`config.mk`:
```
export PLATFORM = sky130hd
export DESIGN_NAME = serial_adder
export DESIGN_NICKNAME = d
export VERILOG_FILES = /design/src/rtl/serial_adder_pkg.sv /design/src/rtl/structuralFullAdder.sv /design/src/rtl/serial_adder.sv
export SDC_FILE = /design/constraint.sdc
export NUM_CORES = 1
export LEC_CHECK = 0
export BUFFER_PORTS_ARGS = -buffer_cell sky130_fd_sc_hd__buf_4
export CAP_MARGIN = 20
export CORE_UTILIZATION = 47
export CTS_CLUSTER_DIAMETER = 150
export CTS_CLUSTER_SIZE = 8
export DETAILED_ROUTE_END_ITERATION = 8
export GPL_TIMING_DRIVEN = 0
export HOLD_SLACK_MARGIN = 0.06
export PLACE_DENSITY = 0.8
export SLEW_MARGIN = 20
export SYNTH_ARGS = -nofsm -noshare
export SYNTH_HDL_FRONTEND = slang
export SYNTH_SLANG_ARGS = --single-unit
```
`constraint.sdc`:
```
create_clock -name clk -period 1.45 [get_ports clk]
set_input_delay 0.29 -clock clk [delete_from_list [all_inputs] [get_ports clk]]
set_output_delay 0.29 -clock clk [all_outputs]
set_load 0.005 [all_outputs]
```
`src/rtl/serial_adder_pkg.sv`:
```
// Shared definitions for the bit-serial adder: FSM state encoding and
// the bit-counter width helper.
package serial_adder_pkg;

  // Encoding 2'd3 is unreachable and is decoded as IDLE.
  typedef enum logic [1:0] {
    S_IDLE  = 2'd0,
    S_SHIFT = 2'd1,
    S_DONE  = 2'd2
  } sa_state_e;

  // Counter must hold 0..WIDTH.
  function automatic int sa_cnt_w(input int width);
    return $clog2(width + 1);
  endfunction

endpackage

```
`src/rtl/structuralFullAdder.sv`:
```
// One-bit full adder cell; the only carry logic in the serial adder.
module structuralFullAdder (
  output logic sum,
  output logic carryout,
  input  logic a,
  input  logic b,
  input  logic carryin
);

  logic axb;

  assign axb      = a ^ b;
  assign sum      = axb ^ carryin;
  assign carryout = (a & b) | (axb & carryin);

endmodule

```
`src/rtl/serial_adder.sv`:
```
// Bit-serial WIDTH-bit adder: accepts operands on a valid/ready handshake,
// feeds one bit pair per cycle LSB-first through a single full adder and
// presents {carryout,sum} on a second valid/ready handshake.
module serial_adder
  import serial_adder_pkg::*;
#(
  parameter int WIDTH = 8
) (
  input  logic             clk,
  input  logic             rst_n,
  input  logic             in_valid,
  output logic             in_ready,
  input  logic [WIDTH-1:0] a,
  input  logic [WIDTH-1:0] b,
  input  logic             carryin,
  output logic             out_valid,
  input  logic             out_ready,
  output logic [WIDTH-1:0] sum,
  output logic             carryout,
  output logic             busy
);

  localparam int CW = sa_cnt_w(WIDTH);

  sa_state_e        state_q, state_d;
  logic [WIDTH-1:0] a_sh_q, a_sh_d;
  logic [WIDTH-1:0] b_sh_q, b_sh_d;
  logic [WIDTH-1:0] sum_sh_q, sum_sh_d;
  logic             carry_q, carry_d;
  logic [CW-1:0]    cnt_q, cnt_d;

  logic fa_sum, fa_co;

  structuralFullAdder u_fa (
    .sum      (fa_sum),
    .carryout (fa_co),
    .a        (a_sh_q[0]),
    .b        (b_sh_q[0]),
    .carryin  (carry_q)
  );

  // Registered result: sum/carryout hold until the next op starts shifting.
  assign sum      = sum_sh_q;
  assign carryout = carry_q;

  // State and datapath registers; reset abandons any in-flight operation.
  always_ff @(posedge clk or negedge rst_n) begin
    if (!rst_n) begin
      state_q  <= S_IDLE;
      a_sh_q   <= '0;
      b_sh_q   <= '0;
      sum_sh_q <= '0;
      carry_q  <= 1'b0;
      cnt_q    <= '0;
    end else begin
      state_q  <= state_d;
      a_sh_q   <= a_sh_d;
      b_sh_q   <= b_sh_d;
      sum_sh_q <= sum_sh_d;
      carry_q  <= carry_d;
      cnt_q    <= cnt_d;
    end
  end

  // Next-state, datapath update and handshake outputs.
  always_comb begin
    state_d   = state_q;
    a_sh_d    = a_sh_q;
    b_sh_d    = b_sh_q;
    sum_sh_d  = sum_sh_q;
    carry_d   = carry_q;
    cnt_d     = cnt_q;
    in_ready  = 1'b0;
    out_valid = 1'b0;
    busy      = 1'b0;
    unique case (state_q)
      S_SHIFT: begin
        busy     = 1'b1;
        a_sh_d   = a_sh_q >> 1;
        b_sh_d   = b_sh_q >> 1;
        // New sum bit enters at the MSB so the LSB lands at bit 0 after WIDTH shifts.
        sum_sh_d = (sum_sh_q >> 1) | (WIDTH'(fa_sum) << (WIDTH - 1));
        carry_d  = fa_co;
        cnt_d    = cnt_q + CW'(1);
        if (cnt_q == CW'(WIDTH - 1)) state_d = S_DONE;
      end
      S_DONE: begin
        busy      = 1'b1;
        out_valid = 1'b1;
        if (out_ready) state_d = S_IDLE;
      end
      default: begin
        // S_IDLE and the unreachable 2'd3 encoding.
        in_ready = 1'b1;
        state_d  = S_IDLE;
        if (in_valid) begin
          a_sh_d  = a;
          b_sh_d  = b;
          carry_d = carryin;
          cnt_d   = '0;
          state_d = S_SHIFT;
        end
      end
    endcase
  end

endmodule
```
Yosys cells after proc, flatten, opt, wreduce, memory -nomap -nowiden
Cells that the tools add are included.
W data, S select, Z words.
{ "classes": {"n_addsub": 1, "n_mul": 0, "div_mod_pow": 0, "magnitude_cmp": 0, "eq_ne": 5, "shift": 0, "mux": 15, "n_bitwise": 7, "reduce_logical": 4} }
{ "ops": {"columns": ["cell", "count"], "rows": [
  ["$pmux W8 S2", 2],
  ["$mux W8", 2],
  ["$or A7 B8 Y8", 1],
  ["$pmux W4 S2", 1],
  ["$mux W1", 5],
  ["$add A4 B1 Y4 const B", 1],
  ["$eq A4 B3 Y1 const B", 1],
  ["$mux W2", 2],
  ["$mux W4", 1],
  ["$ne A2 B2 Y1 const B", 2],
  ["$pmux W2 S2", 1],
  ["$reduce_and A2 Y1", 2],
  ["$and A1 B1 Y1", 2],
  ["$eq A2 B1 Y1 const B", 1],
  ["$eq A2 B2 Y1 const B", 1],
  ["$pmux W1 S2", 1],
  ["$reduce_bool A2 Y1", 1],
  ["$reduce_or A2 Y1", 1],
  ["$xor A1 B1 Y1", 2],
  ["$not A1 Y1", 1],
  ["$or A1 B1 Y1", 1]
]} }
{ "totals": {"ff_bits": 31, "latch_bits": 0, "mem_bits_rw": 0, "rom_bits": 0, "in_bits": 21, "out_inout_bits": 12, "elab_cells": 38, "mem_count": 0} }

Logic depth before layout (Yosys ltp)
Gate-level depths: netlist (run 1).
{ "depth": {"depth_word": 4, "mapped_depth": 6, "depth_no_buf": 5} }

Modules after synthesis
A second synthesis (run 1) with hierarchy kept.
{ "unflattened": {"cells_unflattened": 127, "hier_area_um2": 1482.7} }
{ "modules_own_cells": {"columns": ["mod", "n_inst", "cells_per_inst", "area_each_um2", "seq_area_each_um2"], "rows": [
  ["serial_adder", 1, 126, 1462.7, 775.7],
  ["structuralFullAdder", 1, 1, 20.0, 0.0]
]} }

Worst setup path after synthesis (run 1)
No wires, ideal clock.
{ "synth_timing": {"kind": "reg-to-reg", "from": "reg state_q[0]", "to": "reg state_q[1]", "setup_ns": 0.125, "arrival_ns": 1.323, "required_time_ns": 1.325, "slack_ns": 0.002, "stages_incl_launch_ff": 6, "n_path_buf": 0, "period_less_slack_ns": 1.448, "cell_sequence": "dfrtp_1 > inv_1 > ha_1 > and2b_1 > a21oi_2 > mux2_2"} }
{ "synth_between": {"elab_chain_cells": 3, "elab_cells_between_ends": 6, "classes_between": "eq/ne (4); mux (1); reduce/logical (1)"} }
{ "synth_lines": {"columns": ["item", "line_no", "text"], "rows": [
  ["start: declaration", "serial_adder.sv:25", "sa_state_e state_q, state_d;"],
  ["start signal: assignment", "serial_adder.sv:56", "state_q <= state_d;"],
  ["$eq A2 B1 Y1 / $eq A2 B2 Y1 (equally long branches)", "serial_adder.sv:76", "unique case (state_q)"],
  ["$ne A2 B2 Y1 (no source line)", null, null],
  ["$reduce_and A2 Y1 (no source line)", null, null]
]} }
Parallel ways exist; a longest one is shown, timed or not.
A chain may end at the register's enable or synchronous reset.

Worst setup path after layout (run 1)
{ "layout_timing": {"from": "reg state_q[0]", "to": "out busy"} }
{ "layout_between": {"elab_chain_cells": 3, "elab_cells_between_ends": 4, "classes_between": "eq/ne (2); mux (1); reduce/logical (1)"} }
{ "layout_lines": {"columns": ["item", "line_no", "text"], "rows": [
  ["$eq A2 B2 Y1 / $eq A2 B1 Y1 (equally long branches)", "serial_adder.sv:76", null],
  ["$reduce_or A2 Y1 (no source line) (*)", null, null],
  ["$mux W1 (*)", "serial_adder.sv:76", null],
  ["end: declaration", "serial_adder.sv:20", "output logic busy"]
]} }
Mark *: on every way between the ends. The rest lies on a longest branch, timed or not.

==> run metrics, run 1 <==
status finished, violations left; failing checks negative setup slack; # placed instances 201; grt ovf 0; crit-path cells inv_2 -> ha_4 -> inv_2 -> buf_6; register area 776 um2; detailed placer's ending HPWL 2.04 mm; final worst setup slack -56.8 ps; sw frac 35.1%; yosys warns 0; synthesized net count 153; Clock transition at path regs 90 ps; final net count 200; cells after synthesis 127; crit path launch type flip-flop; share of cells above drive strength 1 38.7%; # rows 19; Seq cells post-synth 31; RSZ-0062 raised after global routing true; die area 0.00338 mm2; largest net degree at the start of global routing 32; CP peak stage delay 410 ps; f_max 664 MHz; Initial Util 51.4%; Hold Path Cell Cnt 3; I/O Buffers 32; chip height 58.1 um; worst ir drop on vdd 1.08 mV; CTS max path bufs 2; core box area 0.00288 mm2; Seq/Total Area, Yosys 52.5%; slowest stage cell, crit path dfrtp_1; Max Cap Violations 0; asr flop ratio synth 100%; share of the synthesized area in the top cell type 52.5%; dominant cell type by area after synthesis dfrtp_1; vias in the first global route 1077; fillers 230; internal power 2540 uW; Leak Pwr 0.000907 uW; Final Skew 6.55 ps; Yosys cell types 25; Via Count 1093; most frequent cell after synthesis dfrtp_1; final number of max-transition violations 0; final std cells w/o fill 215; CTS Root Cell clkbuf_4; Final setup viols 6; Cell Area, Synth 0.00148 mm2; drt total wl 3.05 mm; FF-to-FF path depth 6; Worst-Margin Slew 390 ps; Avg Vias per Cell 5.08; Crit Path Class flip-flop to output port; PD cells 2030 mW/mm2; Final min period 1510 ps; DR pass1 iterations 4; DRT iter0 DRCs 25; initial antenna violation count 0; CTS H-tree lvls 2; Cell Area, Placed 0.00177 mm2; syn avg cell area 11.6 um2; hold crit path type primary input to flip-flop; Ports 33; CTS tree built; Clk pwr share 11.2%; Crit. End Element output port; Post-synth EDFFs 0; # clock sinks 31; top cells by area, synth dfrtp_1, mux2i_1, mux2_2; Slew Limit Headroom 74.0%; CP Max Fanout 3; Comb pwr share 49.3%; Post-synth top cells dfrtp_1, nand2_1, mux2i_1, o21ai_0, mux2_2; gr usage total 19.9%; die width 58.1 um; WP buf/inv 3; DRC Markers 0; Antenna Nets Post-Route 0; synth-to-layout area growth 30.6%; required time worst endpoint 1160 ps; global-route wire length before repair 4.90 mm; count of final hold-check violations 0; Diodes inserted 0; Most used DFF post-synth dfrtp_1; delay-heaviest family, CP flip-flops; cell depth of the worst setup path 4; CP most frequent cell inv_2; Seq pwr share 39.5%; Routed WL per cell 14.2 um; total CTS buffers 5; Psw 1370 uW; Final Cycle Share 104%; multi-input logic area 664 um2; Critical Path AT 1220 ps; clk_lat worst skew 330 ps; placer congestion estimate 0.707; post-route cell area 0.00193 mm2
-- sequential cells by signal, summed over array words and instances, names as in the netlist --
signal and flops:
b_sh_q 8, sum 8, state_q 2, carryout 1, cnt_q 4, a_sh_q 8
-- per-layer routing --
| metal | share of wire (%) | track usage (%) | up-vias |
|---|---|---|---|
| li1 | - | - | 527 |
| met1 | 41 | 23.5 | 537 |
| met2 | 53 | 34.2 | 26 |
| met3 | 5.1 | 6.92 | 3 |
| met4 | 1.1 | 6.12 | 0 |
| met5 | 0 | 0 | - |
-- cells in the final DEF (no fill, tap or decap) --
cell,instances
buf_8,1
dfrtp_1,31
buf_4,35
a22o_1,1
buf_6,8
nor2_1,1
clkbuf_2,1
nand2_1,20
mux2_2,9
inv_2,2
and2b_1,2
dlygate4sd3_1,1
a21oi_4,1
nor2b_1,2
o21ai_1,5
o21bai_4,1
a21oi_1,2
inv_1,2
clkbuf_4,5
clkbuf_1,1
ha_1,3
a22o_2,1
mux2i_1,17
nand3_2,1
ha_4,1
nand2b_1,2
nand3b_1,1
fa_1,1
mux2_4,1
o21ai_0,14
-- power groups by stage --
stage          Clock (uW)  Sequential (uW)  Combinational (uW)
3_5_place_dp            0             1550                1620
2_1_floorplan           0             1500                1060
5_1_grt               487             1590                2100
3_3_place_gp            0             1520                1540
6_report              440             1550                1930
4_1_cts               449             1550                1770
-- area by class of cell --
class / count / area share, %
multi-input combinational: 86 / 34.4
inverter: 4 / 0.777
timing repair buffer: 40 / 16.3
buffer: 6 / 3.50
sequential: 31 / 40.2
clock buffer: 6 / 2.14
tap: 42 / 2.72
-- worst reg2reg max path, cell delays in order, from the launching register on --
cell and delay, ps:
dfrtp_1 420, inv_1 80, ha_1 250, o21bai_4 310, buf_6 170, nand2_1 50
o21ai_0 80
-- stage by stage --
stage	hold WS (ps)	power (uW)	setup TNS (ps)	setup WS, ps	utilization, %
finish	238	3910	-120	-56.8	67.2
global route	249	4180	-1310	-99.4	67.2
CTS	236	3760	-74.2	-52.6	65.0
detailed placement	240	3170	-711	-105	61.6
global placement	234	3060	-319	-70.3	61.6
floorplan	-5.59	2560	0	2.45	-
-- path summary, 6_finish.rpt --
path	start	to	slack (ps)
worst min register to register	b_sh_q[3]	b_sh_q[3]	490
worst max-delay path	state_q[0]	busy	-60
worst max register to register	state_q[1]	b_sh_q[5]	-20
worst min-delay path	a[3]	a_sh_q[3]	240
min in group asynchronous	rst_n	b_sh_q[3]	440
max in group asynchronous	rst_n	sum[2]	730
-- cells by family after synthesis --
logic type / after synthesis / share of synthesized area [%]
AO/OA/AOI/OAI: 25 / 10.2
adder cells (fa/ha/maj): 5 / 4.74
buffers and inverters: 10 / 3.98
flip-flops: 31 / 52.5
multiplexers: 27 / 19.4
AND/OR/NAND/NOR: 29 / 9.22
-- timing repair --
action,4_1_cts,5_1_grt
cloned,0,2
hold endpoints to repair,31,0
pin swaps,3,2
endpoints found under the setup margin,21,22
buffers inserted,1,4
hold buffers,1,0
gates resized for setup,10,8
Note: power is estimated with default switching activity, not from simulation.
==> run 2: changes to the inputs <==
--- a/config.mk
+++ b/config.mk
@@ -14,6 +14,7 @@
 export GPL_TIMING_DRIVEN = 0
 export HOLD_SLACK_MARGIN = 0.06
 export PLACE_DENSITY = 0.8
+export REMOVE_ABC_BUFFERS = 1
 export SLEW_MARGIN = 20
 export SYNTH_ARGS = -nofsm -noshare
 export SYNTH_HDL_FRONTEND = slang
==> run 2 against run 1 <==
Compared with the run above:
- worst setup slack improved by 25 ps
- routed wire length rose by 0.92%
- global-route usage fell by 0.067 points
- via count increased by 1.4%
- the run still ends with negative setup slack left
- critical endpoint unchanged
- die area stayed put
- highest routed layer unchanged
- clock skew up 1.6 ps
- core utilization grew 3.6 points
==> run metrics, run 2 (synthesized netlist as in run 1, its figures left out) <==
final worst setup slack -32.0 ps (was -56.8 ps); Leak Pwr 0.000946 uW (was 0.000907 uW); Antenna Nets Post-Route 0 (unchanged); detailed placer's ending HPWL 1.80 mm (was 2.04 mm); largest net degree at the start of global routing 32 (unchanged); vias in the first global route 1124 (was 1077); I/O Buffers 32 (unchanged); Final setup viols 2 (was 6); placer congestion estimate 0.702 (was 0.707); WHS Endpoint b_sh_q[4] (was a_sh_q[3]); share of cells above drive strength 1 42.0% (was 38.7%); CP peak stage delay 430 ps (was 410 ps); min-delay src b[4] (was a[3]); CTS max path bufs 2 (unchanged); Avg Vias per Cell 5.08 (about the same); Final Cycle Share 102% (was 104%); Final Skew 8.11 ps (was 6.55 ps); overall power 4330 uW (was 3910 uW); die area 0.00338 mm2 (unchanged); status finished, violations left (unchanged); grt ovf 0 (unchanged); setup TNS -37.2 ps (was -120 ps); Final min period 1480 ps (was 1510 ps); DR pass1 iterations 3 (was 4); # clock sinks 31 (unchanged); CTS Root Cell clkbuf_4 (unchanged); failing checks negative setup slack (unchanged); most frequent cells in the layout buf_4, dfrtp_1, nand2_1 (unchanged); Clock transition at path regs 100 ps (was 90 ps); clk_lat worst skew 340 ps (was 330 ps); RSZ-0062 raised after global routing true (unchanged); Diodes inserted 0 (unchanged); die width 58.1 um (unchanged); reg2reg setup slack 10 ps (was -20 ps); Worst-Margin Slew 397 ps (was 390 ps); crit-path cells ha_4 -> inv_2 -> buf_6 (was inv_2 -> ha_4 -> inv_2 -> buf_6); slowest stage cell, crit path dfrtp_1 (unchanged); CP Max Fanout 3 (unchanged); initial antenna violation count 0 (unchanged); synth-to-layout area growth 37.6% (was 30.6%); # rows 19 (unchanged); reg2reg end cnt_q[1] (was b_sh_q[5]); worst ir drop on vdd 1.09 mV (was 1.08 mV); Hold Path Cell Cnt 3 (unchanged); hold crit path type primary input to flip-flop (unchanged); worst flop-to-flop path startpoint state_q[0] (was state_q[1]); CTS H-tree lvls 2 (unchanged); DRC Markers 0 (unchanged); Critical Path AT 1190 ps (was 1220 ps); Crit Path Class flip-flop to output port (unchanged); Setup WS pre-CTS -830 ps (was -105 ps); required time worst endpoint 1160 ps (about the same); Routed WL per cell 14.1 um (was 14.2 um); final net count 201 (was 200); Crit. End Element output port (unchanged); f_max 675 MHz (was 664 MHz); crit path launch type flip-flop (unchanged); Ports 33 (unchanged); count of final hold-check violations 0 (unchanged); Slew Limit Headroom 73.5% (was 74.0%); total CTS buffers 5 (unchanged); Max Cap Violations 0 (unchanged); Via Count 1108 (was 1093); DRT iter0 DRCs 11 (was 25); Initial Util 51.4% (unchanged); drt total wl 3.08 mm (was 3.05 mm); final number of max-transition violations 0 (unchanged); WP buf/inv 2 (was 3); FF-to-FF path depth 7 (was 6); chip height 58.1 um (unchanged); delay-heaviest family, CP flip-flops (unchanged); global-route wire length before repair 4.81 mm (was 4.90 mm); PD cells 2130 mW/mm2 (was 2030 mW/mm2); core box area 0.00288 mm2 (unchanged); most common cell after layout, fill and taps aside buf_4 (unchanged); CTS tree built (unchanged); gr usage total 19.8% (was 19.9%); Min Hold Slack 212 ps (was 238 ps)
==> run 2: cell types whose count changed in the layout (fill, tap and decap cells not counted), moves of 2 or more <==
cell     previous run  this run
ha_4                1         3
buf_6               8         2
o21ai_1             5        12
buf_4              35        40
ha_1                3         1
buf_12              0         3
o21ai_0            14         6
==> run 2: worst max path at each step <==
| stage | from | end | slack, ps | depth (start not counted) |
|---|---|---|---|---|
| floorplan | state_q[1] | cnt_q[2] | -470 | 4 |
| global placement | state_q[1] | cnt_q[2] | -780 | 4 |
| detailed placement | state_q[1] | cnt_q[2] | -830 | 4 |
| CTS | state_q[0] | a_sh_q[4] | -60 | 5 |
| global route | state_q[0] | b_sh_q[6] | -80 | 7 |
| finish | state_q[1] | busy | -30 | 3 |
==> run 2: area by class of cell <==
cell class	instances	area, um2
multi-input cells	87	712
clock buffers	6	51.3
inverters	4	15.0
flip-flops and latches	31	776
fillers	219	842
repair buffers	46	393
well taps	42	52.6
clock inverters	2	35.0
==> run 2: worst reg2reg max path: stages, from the launching register on <==
cell and delay [ps]:
dfrtp_1 400, buf_4 150, buf_4 130, ha_4 210, o21bai_4 170, buf_12 160, nand2_1 70, o21ai_1 80
==> run 2: metrics by stage <==
stage | util, % | instances | instance area, um2
after floorplan | - | 121 | 1440
after global placement | 60.1 | 195 | 1730
after detailed placement | 60.1 | 195 | 1730
after CTS | 67.4 | 214 | 1940
after global routing | 70.7 | 218 | 2030
final | 70.7 | 218 | 2030
==> run 2: repair_timing <==
item	CTS	global route
setup buffers	9	4
endpoints found under the hold margin	31	0
gates resized for setup	7	17
hold buffers	1	0
gates cloned	1	0
setup endpoints to repair	25	23
pin swaps	4	3
==> run 2: per-layer routing <==
| metal | up-vias | track usage (%) | part of all wire (%) |
|---|---|---|---|
| met4 | 0 | 7.82 | 1.7 |
| met1 | 535 | 21.8 | 43 |
| met5 | - | 0 | 0 |
| met2 | 33 | 34.6 | 51 |
| met3 | 7 | 7.37 | 4.0 |
| li1 | 533 | - | - |
==> run 2: power breakdown <==
group	switching [uW]	leakage, uW	internal, uW
logic	879	0.000512	1200
clock network	308	0.0000482	407
registers	269	0.000386	1260
total	1460	0.000946	2880
